[src/rtl/serial_cfg_lut_pkg.sv]
`default_nettype none
// ============================================================================
//  Module      : serial_cfg_lut_pkg
//  Description : Shared types and sizing helpers for the serially configured
//                lookup table (FSM states, chain length, counter width).
//  Revision    : 1.0 - initial release
// ============================================================================
package serial_cfg_lut_pkg;

   // Load/commit controller states
   typedef enum logic [1:0] {
      ST_IDLE   = 2'd0,
      ST_SHIFT  = 2'd1,
      ST_COMMIT = 2'd2
   } state_t;

   // Configuration chain length: one bit per output per table entry
   function automatic int chain_len(input int n_in, input int n_out);
      return n_out * (1 << n_in);
   endfunction

   // Bit counter must hold 0..L+1 (L+1 marks an over-length load)
   function automatic int cnt_width(input int l);
      return $clog2(l + 2);
   endfunction

   // Default geometry (3-input, 7-output table)
   localparam int c_DEF_L     = chain_len(3, 7);
   localparam int c_DEF_CNT_W = cnt_width(c_DEF_L);

endpackage
`default_nettype wire

[src/rtl/serial_cfg_lut_io_sync.sv]
`default_nettype none
// ============================================================================
//  Module      : serial_cfg_lut_io_sync
//  Description : Multi-flop synchroniser for an asynchronous input with a
//                configurable reset level and registered rise/fall pulses.
//                The pulses are high for exactly the first clk cycle in which
//                o_sync shows the new level. STAGES must be at least 2.
//  Revision    : 1.0 - initial release
// ============================================================================
module serial_cfg_lut_io_sync #(
   parameter int   STAGES  = 2,
   parameter logic RST_VAL = 1'b0
) (
   input  logic clk,
   input  logic reset,
   input  logic i_async,
   output logic o_sync,
   output logic o_rise,
   output logic o_fall
);

   logic [STAGES-1:0] r_ff;
   logic              r_rise;
   logic              r_fall;

   // Shift the pin through the synchroniser; the pulses look one stage ahead
   // so that they line up with the first cycle of the new synced level,
   // equivalent to comparing the synced value against a one-flop delayed copy.
   always_ff @(posedge clk or posedge reset) begin
      if (reset) begin
         r_ff   <= {STAGES{RST_VAL}};
         r_rise <= 1'b0;
         r_fall <= 1'b0;
      end else begin
         r_ff   <= {r_ff[STAGES-2:0], i_async};
         r_rise <=  r_ff[STAGES-2] & ~r_ff[STAGES-1];
         r_fall <= ~r_ff[STAGES-2] &  r_ff[STAGES-1];
      end
   end

   assign o_sync = r_ff[STAGES-1];
   assign o_rise = r_rise;
   assign o_fall = r_fall;

endmodule
`default_nettype wire

[src/rtl/serial_cfg_lut.sv]
`default_nettype none
// ============================================================================
//  Module      : serial_cfg_lut
//  Description : Serially configured N_IN-input / N_OUT-output lookup table.
//                A shadow chain is loaded LSB first while ce is low and is
//                copied to the active table on the ce rising edge only if
//                exactly L bits were shifted in.
//  Revision    : 1.0 - initial release
// ============================================================================
module serial_cfg_lut
   import serial_cfg_lut_pkg::*;
#(
   parameter int N_IN        = 3,
   parameter int N_OUT       = 7,
   parameter int SYNC_STAGES = 2,
   parameter int REG_OUT     = 1
) (
   input  logic             clk,
   input  logic             reset,
   input  logic             i_sclk,
   input  logic             i_ce,
   input  logic             i_sin,
   input  logic [N_IN-1:0]  i_in,
   output logic [N_OUT-1:0] o_out,
   output logic             o_sout,
   output logic             o_cfg_valid,
   output logic             o_cfg_err
);

   localparam int c_DEPTH = 1 << N_IN;
   localparam int c_L     = chain_len(N_IN, N_OUT);
   localparam int c_CNT_W = cnt_width(c_L);
   localparam logic [c_CNT_W-1:0] c_CNT_FULL = c_CNT_W'(c_L);
   localparam logic [c_CNT_W-1:0] c_CNT_SAT  = c_CNT_W'(c_L + 1);

   // Synchronised pins and edge pulses
   logic w_sclk_s, w_sclk_rise, w_sclk_fall;
   logic w_ce_s, w_ce_rise, w_ce_fall;
   logic w_sin_s, w_sin_rise, w_sin_fall;

   // Controller
   state_t r_state;
   state_t w_state_nxt;
   logic   w_shift_en;
   logic   w_cnt_clr;
   logic   w_commit;

   // Datapath
   logic [c_L-1:0]     r_chain;
   logic [c_L-1:0]     r_active;
   logic [c_CNT_W-1:0] r_cnt;
   logic               r_cfg_valid;
   logic               r_cfg_err;
   logic [N_OUT-1:0]   w_lut;

   serial_cfg_lut_io_sync #(.STAGES(SYNC_STAGES), .RST_VAL(1'b1)) u_sync_sclk (
      .clk     (clk),
      .reset   (reset),
      .i_async (i_sclk),
      .o_sync  (w_sclk_s),
      .o_rise  (w_sclk_rise),
      .o_fall  (w_sclk_fall)
   );

   serial_cfg_lut_io_sync #(.STAGES(SYNC_STAGES), .RST_VAL(1'b1)) u_sync_ce (
      .clk     (clk),
      .reset   (reset),
      .i_async (i_ce),
      .o_sync  (w_ce_s),
      .o_rise  (w_ce_rise),
      .o_fall  (w_ce_fall)
   );

   serial_cfg_lut_io_sync #(.STAGES(SYNC_STAGES), .RST_VAL(1'b0)) u_sync_sin (
      .clk     (clk),
      .reset   (reset),
      .i_async (i_sin),
      .o_sync  (w_sin_s),
      .o_rise  (w_sin_rise),
      .o_fall  (w_sin_fall)
   );

   // Controller state register
   always_ff @(posedge clk or posedge reset) begin
      if (reset) begin
         r_state <= ST_IDLE;
      end else begin
         r_state <= w_state_nxt;
      end
   end

   // Next state and datapath strobes; a ce rise in SHIFT takes priority over
   // a coincident sclk rise so the final edge cannot sneak in an extra bit.
   always_comb begin
      w_state_nxt = r_state;
      w_shift_en  = 1'b0;
      w_cnt_clr   = 1'b0;
      w_commit    = 1'b0;
      case (r_state)
         ST_IDLE: begin
            if (w_ce_fall) begin
               w_state_nxt = ST_SHIFT;
               w_cnt_clr   = 1'b1;
            end
         end
         ST_SHIFT: begin
            if (w_ce_rise) begin
               w_state_nxt = ST_COMMIT;
            end else if (w_sclk_rise && !w_ce_s) begin
               w_shift_en = 1'b1;
            end
         end
         ST_COMMIT: begin
            w_commit    = 1'b1;
            w_state_nxt = ST_IDLE;
         end
         default: begin
            w_state_nxt = ST_IDLE;
         end
      endcase
   end

   // Shadow chain and saturating bit counter
   always_ff @(posedge clk or posedge reset) begin
      if (reset) begin
         r_chain <= '0;
         r_cnt   <= '0;
      end else if (w_cnt_clr) begin
         r_cnt <= '0;
      end else if (w_shift_en) begin
         r_chain <= {w_sin_s, r_chain[c_L-1:1]};
         if (r_cnt != c_CNT_SAT) begin
            r_cnt <= r_cnt + 1'b1;
         end
      end
   end

   // Commit: only an exact-length load replaces the active table
   always_ff @(posedge clk or posedge reset) begin
      if (reset) begin
         r_active    <= '0;
         r_cfg_valid <= 1'b0;
         r_cfg_err   <= 1'b0;
      end else if (w_commit) begin
         if (r_cnt == c_CNT_FULL) begin
            r_active    <= r_chain;
            r_cfg_valid <= 1'b1;
            r_cfg_err   <= 1'b0;
         end else begin
            r_cfg_err   <= 1'b1;
         end
      end
   end

   // Output bit j is row j of the table, indexed by the input code
   for (genvar j = 0; j < N_OUT; j++) begin : g_row
      logic [c_DEPTH-1:0] w_row;
      assign w_row    = r_active[j*c_DEPTH +: c_DEPTH];
      assign w_lut[j] = w_row[i_in];
   end

   if (REG_OUT != 0) begin : g_reg_out
      logic [N_OUT-1:0] r_out;
      // Register the table lookup for a clean, glitch-free output
      always_ff @(posedge clk or posedge reset) begin
         if (reset) begin
            r_out <= '0;
         end else begin
            r_out <= w_lut;
         end
      end
      assign o_out = r_out;
   end else begin : g_comb_out
      assign o_out = w_lut;
   end

   assign o_sout      = r_chain[0];
   assign o_cfg_valid = r_cfg_valid;
   assign o_cfg_err   = r_cfg_err;

endmodule
`default_nettype wire
[config.mk]
export PLATFORM = sky130hd
export DESIGN_NAME = serial_cfg_lut
export DESIGN_NICKNAME = d
export VERILOG_FILES = /design/src/rtl/serial_cfg_lut_pkg.sv /design/src/rtl/serial_cfg_lut_io_sync.sv /design/src/rtl/serial_cfg_lut.sv
export SDC_FILE = /design/constraint.sdc
export NUM_CORES = 1
export LEC_CHECK = 0
export CORE_MARGIN = 5
export CORE_UTILIZATION = 41
export CTS_CLUSTER_DIAMETER = 100
export DETAILED_ROUTE_END_ITERATION = 6
export GPL_TIMING_DRIVEN = 0
export PLACE_DENSITY = 0.6
export SLEW_MARGIN = 10
export SYNTH_ARGS = -nofsm -noshare
export SYNTH_HDL_FRONTEND = slang
export SYNTH_SLANG_ARGS = --single-unit
[constraint.sdc]
create_clock -name clk -period 5.1 [get_ports clk]
set_clock_uncertainty 0.15 [all_clocks]
set_input_delay 1.02 -clock clk [delete_from_list [all_inputs] [get_ports clk]]
set_output_delay 1.02 -clock clk [all_outputs]
set_load 0.02 [all_outputs]
==> qor.yml, run 1 <==
status: "finished clean"
routed_via_density: 4.968
grt_overflow: 0
power_mw: 2.618
yosysTopAreaCell: "dfrtp_1"
drv_slew: 0
die_w_um: 127.0
portBuffers: 15
grtUsageTotal: 0.1281
htree_num_levels: 4
drive_gt1_frac: 0.4974
grt_max_degree: 91
ys_seq_elements: 138
cp_data_required_time_ns: 5.25
post_cts_buffers: 0
core_um2: 13350
hold_path_class: "reg2reg"
die_y_um: 127.0
p_leak_nw: 3.201
synth_cell_types: 33
powerDensity_nw_per_um2: 392.4
crit_type: "in2reg"
relSlewSlack: 0.4377
pin_count: 18
syn-num-nets: 342
postSynth.asyncResetShare: 1.000
clk_latency_ns: 0.42
die_area_um2: 16120
dr_total_vias: 2752
yosys.area.top_type_share: 0.5977
hold_viol: 0
peakVddDrop_uv: 220.7
maxCapViolations: 0
cts_buffer_depth: 2
max_freq_mhz: 335.7
crit_family: "buffers and inverters"
antenna_found_initial: 0
wirelength_mm: 9.160
worst_slack_ns: 2.122
clock_sinks: 138
drt_iter0_markers: 123
postRouteAntennaNets: 0
synthTopCellsByArea: "dfrtp_1 (60%), mux2_2 (20%), mux4_2 (5.6%)"
critPathMaxFanout: 10
utilization: 0.4999
cts_tree: "built"
clk_pin_slew_ns: 0.06
slowest_delay_ns: 0.71
wl_per_cell_um: 16.53
worst_pin_slew_ns: 0.8434
final.period_utilization: 0.5840
cp-start-kind: "input pin"
rsz0062_at_grt: "false"
nets: 377
yosys_warnings: 0
synth_common_cells: "dfrtp_1 (134), mux2_2 (102), mux2_4 (18), mux4_2 (14)"
dp_slack_ns: 1.657
avgSynthCellArea_um2: 16.95
min_period_ns: 2.978
synthFlopType: "dfrtp_1"
globalplace.congestion: 0.6874
area.growth.synth_to_final_pct: 18.93
n_antenna_cell: 0
endpoint_kind: "flop"
syn_area_um2: 5610
hold_buffers: 0
setup_viol: 0
drc: 0
synth_edf_count: 0
slowest_stage: "clkdlybuf4s50_1"
start_util: 0.4203
synth_seq_area_share: 0.6164
cts-resized-gates: 0
yosysMostFrequentCell: "dfrtp_1"
postSynthCellCount: 331
root_buffer: "clkbuf_16"
grt_pass1_vias: 3035
rows: 42
cp_cell_sequence: "clkdlybuf4s50_1 -> clkbuf_1 -> mux4_2 -> mux2_2"
r2r_slack_ns: 3.09
worst_ep_arrival_time_ns: 3.12
cts_buffers: 17
dpl.hpwl_mm: 5.710
grt_pass1_wl_mm: 16.04
cp_num_buf_inv: 2
detail_route.first_pass.iterations: 4
-- power breakdown --
part	leakage [nW]	internal, mW	switching [mW]
clock	0.306	0.902	0.448
combinational	1.00	0.0508	0.0633
sequential	1.89	1.13	0.0278
total	3.20	2.08	0.539
-- worst register-to-register path, cell delays in order, from the launching register on --
cell       delay (ns)
dfrtp_1          0.43
nand4bb_1        0.33
nor2_1           0.20
buf_4            0.24
buf_6            0.18
mux2_2           0.35
-- per-stage QoR --
step | hold WS, ns | cells | cell area, um2 | setup TNS [ns]
finish | 0.1966 | 554 | 6673 | 0
global route | 0.2094 | 554 | 6673 | 0
CTS | 0.1982 | 554 | 6673 | 0
detailed placement | 0.1847 | 523 | 6013 | 0
global placement | 0.1834 | 522 | 5981 | -228.00
floorplan | 0.1812 | 331 | 5610 | 0
-- routing by layer --
metal,GRT usage,vias to the layer above,part of all wire
met5,0,-,0
met2,0.1862,35,0.46
met3,0.03548,18,0.029
met1,0.1773,1426,0.48
met4,0.06435,0,0.026
li1,-,1273,-
-- layout make-up --
cell class                 instances  area, um2
fill                            1158       6675
sequential                       138       3458
multi-input combinational        172       2008
clock buffer                      20      466.7
tap                              176      220.2
clock inverter                    11      192.7
timing repair buffer              16      177.7
buffer                            17      128.9
inverter                           4      20.02
-- sequential cells by signal, summed over array words and instances (netlist names), 2 cells and up --
name and flops:
r_cnt 6, r_active 56, u_sync_ce.r_ff 2, o_out 7, u_sync_sclk.r_ff 2, r_state 2
r_chain 56, u_sync_sin.r_ff 2
-- worst paths after layout --
kind,start,end,cells after the start
hold reg to reg,u_sync_sin.r_ff[0],u_sync_sin.r_ff[1],0
setup reg to reg,r_state[1],r_chain[38],5
min in group asynchronous,reset,u_sync_sin.r_ff[0],2
max in group asynchronous,reset,r_chain[30],3
hold / removal,u_sync_sin.r_ff[0],u_sync_sin.r_ff[1],0
setup / recovery,i_in[1],o_out[6],4
-- cells by family (layout without fill, tap and decap cells) --
kind of cell | count (synthesis) | in the layout | share of synthesized area
DFF | 138 | 138 | 0.6164
adders and majority gates | 3 | 3 | 0.006691
buffers and inverters | 21 | 68 | 0.02565
AOI/OAI and AO/OA | 9 | 9 | 0.01115
muxes | 135 | 135 | 0.3109
and+or+nand+nor | 25 | 25 | 0.02922
-- layout by cell type (no fill, tap or decap), types with 2 or more instances in the layout --
cell | Yosys | final
inv_1 | 4 | 3
nand4b_1 | 2 | 2
nor2b_1 | 4 | 4
nor2_1 | 5 | 5
a21oi_1 | 2 | 2
o31ai_1 | 2 | 2
or4_1 | 2 | 2
nand2_1 | 3 | 3
buf_6 | 7 | 7
mux2_2 | 102 | 102
ha_1 | 3 | 3
clkinvlp_4 | 0 | 5
bufinv_16 | 0 | 5
clkbuf_16 | 0 | 17
clkdlybuf4s50_1 | 0 | 15
dfstp_2 | 4 | 4
mux2_4 | 18 | 18
buf_2 | 7 | 7
nand4bb_1 | 2 | 2
clkbuf_8 | 0 | 3
mux4_2 | 14 | 14
dfrtp_1 | 134 | 134
(Power assumes the default switching activity.)
==> run 2: changes to the inputs <==
Settings changed: PLACE_DENSITY 0.6 to 0.58.
Clock period 5.1 ns to 2.8 ns, I/O delays scaled along.
==> qor.yml, run 2 (synthesis gave the netlist of run 1 again) <==
setup_viol: 0  # unchanged
drv_slew: 0  # unchanged
pin_count: 18  # unchanged
root_buffer: "clkbuf_16"
r2r-start: "r_state[1]"
post_cts_buffers: 0  # unchanged
rows: 42  # unchanged
grt_overflow: 0  # unchanged
drive_gt1_frac: 0.4828  # -0.01450
gr-max-usage-layer: "met2"
critPathMaxFanout: 10  # unchanged
area.growth.synth_to_final_pct: 17.66
clock_sinks: 138  # unchanged
drc: 0  # unchanged
met3_usage: 0.04007  # +0.004591
htree_num_levels: 4  # unchanged
worst_ep_arrival_time_ns: 2.75  # -0.37 ns
start_util: 0.4203  # unchanged
globalplace.congestion: 0.7172  # +4.3%
drt_iter0_markers: 95  # -23%
nets: 380  # +0.80%
max_freq_mhz: 384.0
n_antenna_cell: 0  # unchanged
die_y_um: 127.0  # unchanged
cts-resized-gates: 0  # unchanged
grt_pass1_wl_mm: 16.10  # +0.39%
setup_tns_ns: 0  # unchanged
core_um2: 13350  # unchanged
hold_buffers: 0  # unchanged
antenna_found_initial: 0  # unchanged
routed_via_density: 5.088  # +2.4%
powerDensity_nw_per_um2: 660.2  # +68%
min_period_ns: 2.604
worst_pin_slew_ns: 0.9015  # +0.05814 ns
layout_commonest_cell: "dfrtp_1"
cts_buffers: 17  # unchanged
power_mw: 4.358  # +66%
die_area_um2: 16120  # unchanged
use_met2: 0.1983  # +0.01214
n_fill_cell: 1150  # -0.69%
relSlewSlack: 0.3990  # -0.03876
rsz0062_at_grt: "false"
crit_type: "in2reg"
startpoint: "i_in[1]"
hold_path_class: "reg2reg"
wirelength_mm: 9.470  # +3.4%
cp_data_required_time_ns: 2.94  # -2.31 ns
detail_route.first_pass.iterations: 4  # unchanged
grt_max_degree: 35  # -62%
cp-start-kind: "input pin"
peakVddDrop_uv: 347.9  # +58%
final_cell_mix: "dfrtp_1 (134), mux2_2 (102), mux2_4 (18)"
dpl.hpwl_mm: 6.170  # +8.1%
maxCapViolations: 0  # unchanged
wl_per_cell_um: 17.06  # +3.2%
cts_buffer_depth: 2  # unchanged
grt_pass1_vias: 3139  # +3.4%
cts_tree: "built"
clk_latency_ns: 0.41  # about the same
die_w_um: 127.0  # unchanged
p_leak_nw: 3.179  # -0.70%
clk_pin_slew_ns: 0.06  # about the same
status: "finished clean"
endpoint_kind: "flop"
hold_viol: 0  # unchanged
min-delay-start: "u_sync_sin.r_ff[0]"
use_met1: 0.1695  # -0.007815
portBuffers: 15  # unchanged
final.period_utilization: 0.9301
postRouteAntennaNets: 0  # unchanged
dr_total_vias: 2824  # +2.6%
grtUsageTotal: 0.1301  # +0.002005
==> run 2: worst paths after layout <==
path / to / depth (start not counted) / slack (ns)
min in group asynchronous: r_chain[7] / 2 / 0.43
hold / removal: u_sync_sin.r_ff[1] / 0 / 0.20
setup reg to reg: r_chain[26] / 5 / 0.82
max in group asynchronous: o_out[5] / 5 / 1.11
hold reg to reg: u_sync_sin.r_ff[1] / 0 / 0.20
setup / recovery: o_out[3] / 4 / 0.20
==> run 2: report_power, final <==
part           leakage, nW  switching, mW  internal [mW]  total [mW]
clock                0.260          0.762           1.27        2.04
combinational         1.02          0.116          0.100       0.217
sequential            1.89         0.0529           2.05        2.11
total                 3.18          0.931           3.43        4.36
==> run 2: stage by stage <==
stage               setup WS [ns]  hold slack (ns)  std cells  utilization  area, um2
finish                     0.1957           0.1968        555       0.4946       6601
global route               0.2148           0.2033        555       0.4946       6601
CTS                        0.2015           0.1991        555       0.4946       6601
detailed placement        -0.2377           0.1865        526       0.4549       6072
global placement          -0.8342           0.1825        522       0.4484       5984
floorplan                  0.3721           0.1812        331            -       5614
==> run 2: cell type report <==
type | instances | area (um2) | area share
sequential | 138 | 3458 | 0.5239
multi-input combinational | 172 | 2008 | 0.3042
clock buffer | 26 | 489.2 | 0.07411
timing repair buffer | 19 | 237.7 | 0.03601
tap | 176 | 220.2 | 0.03336
buffer | 17 | 128.9 | 0.01952
clock inverter | 3 | 40.04 | 0.006065
inverter | 4 | 18.77 | 0.002843
==> run 2: critical path, stage by stage <==
cell and delay [ns]:
clkdlybuf4s50_1 0.73, clkbuf_1 0.73, mux4_2 0.42, mux2_2 0.29
==> run 2: metal layers <==
layer	routed length, um	part of all wire
met5	0	0
met4	199	0.021
met3	259	0.027
met2	4460	0.47
met1	4550	0.48
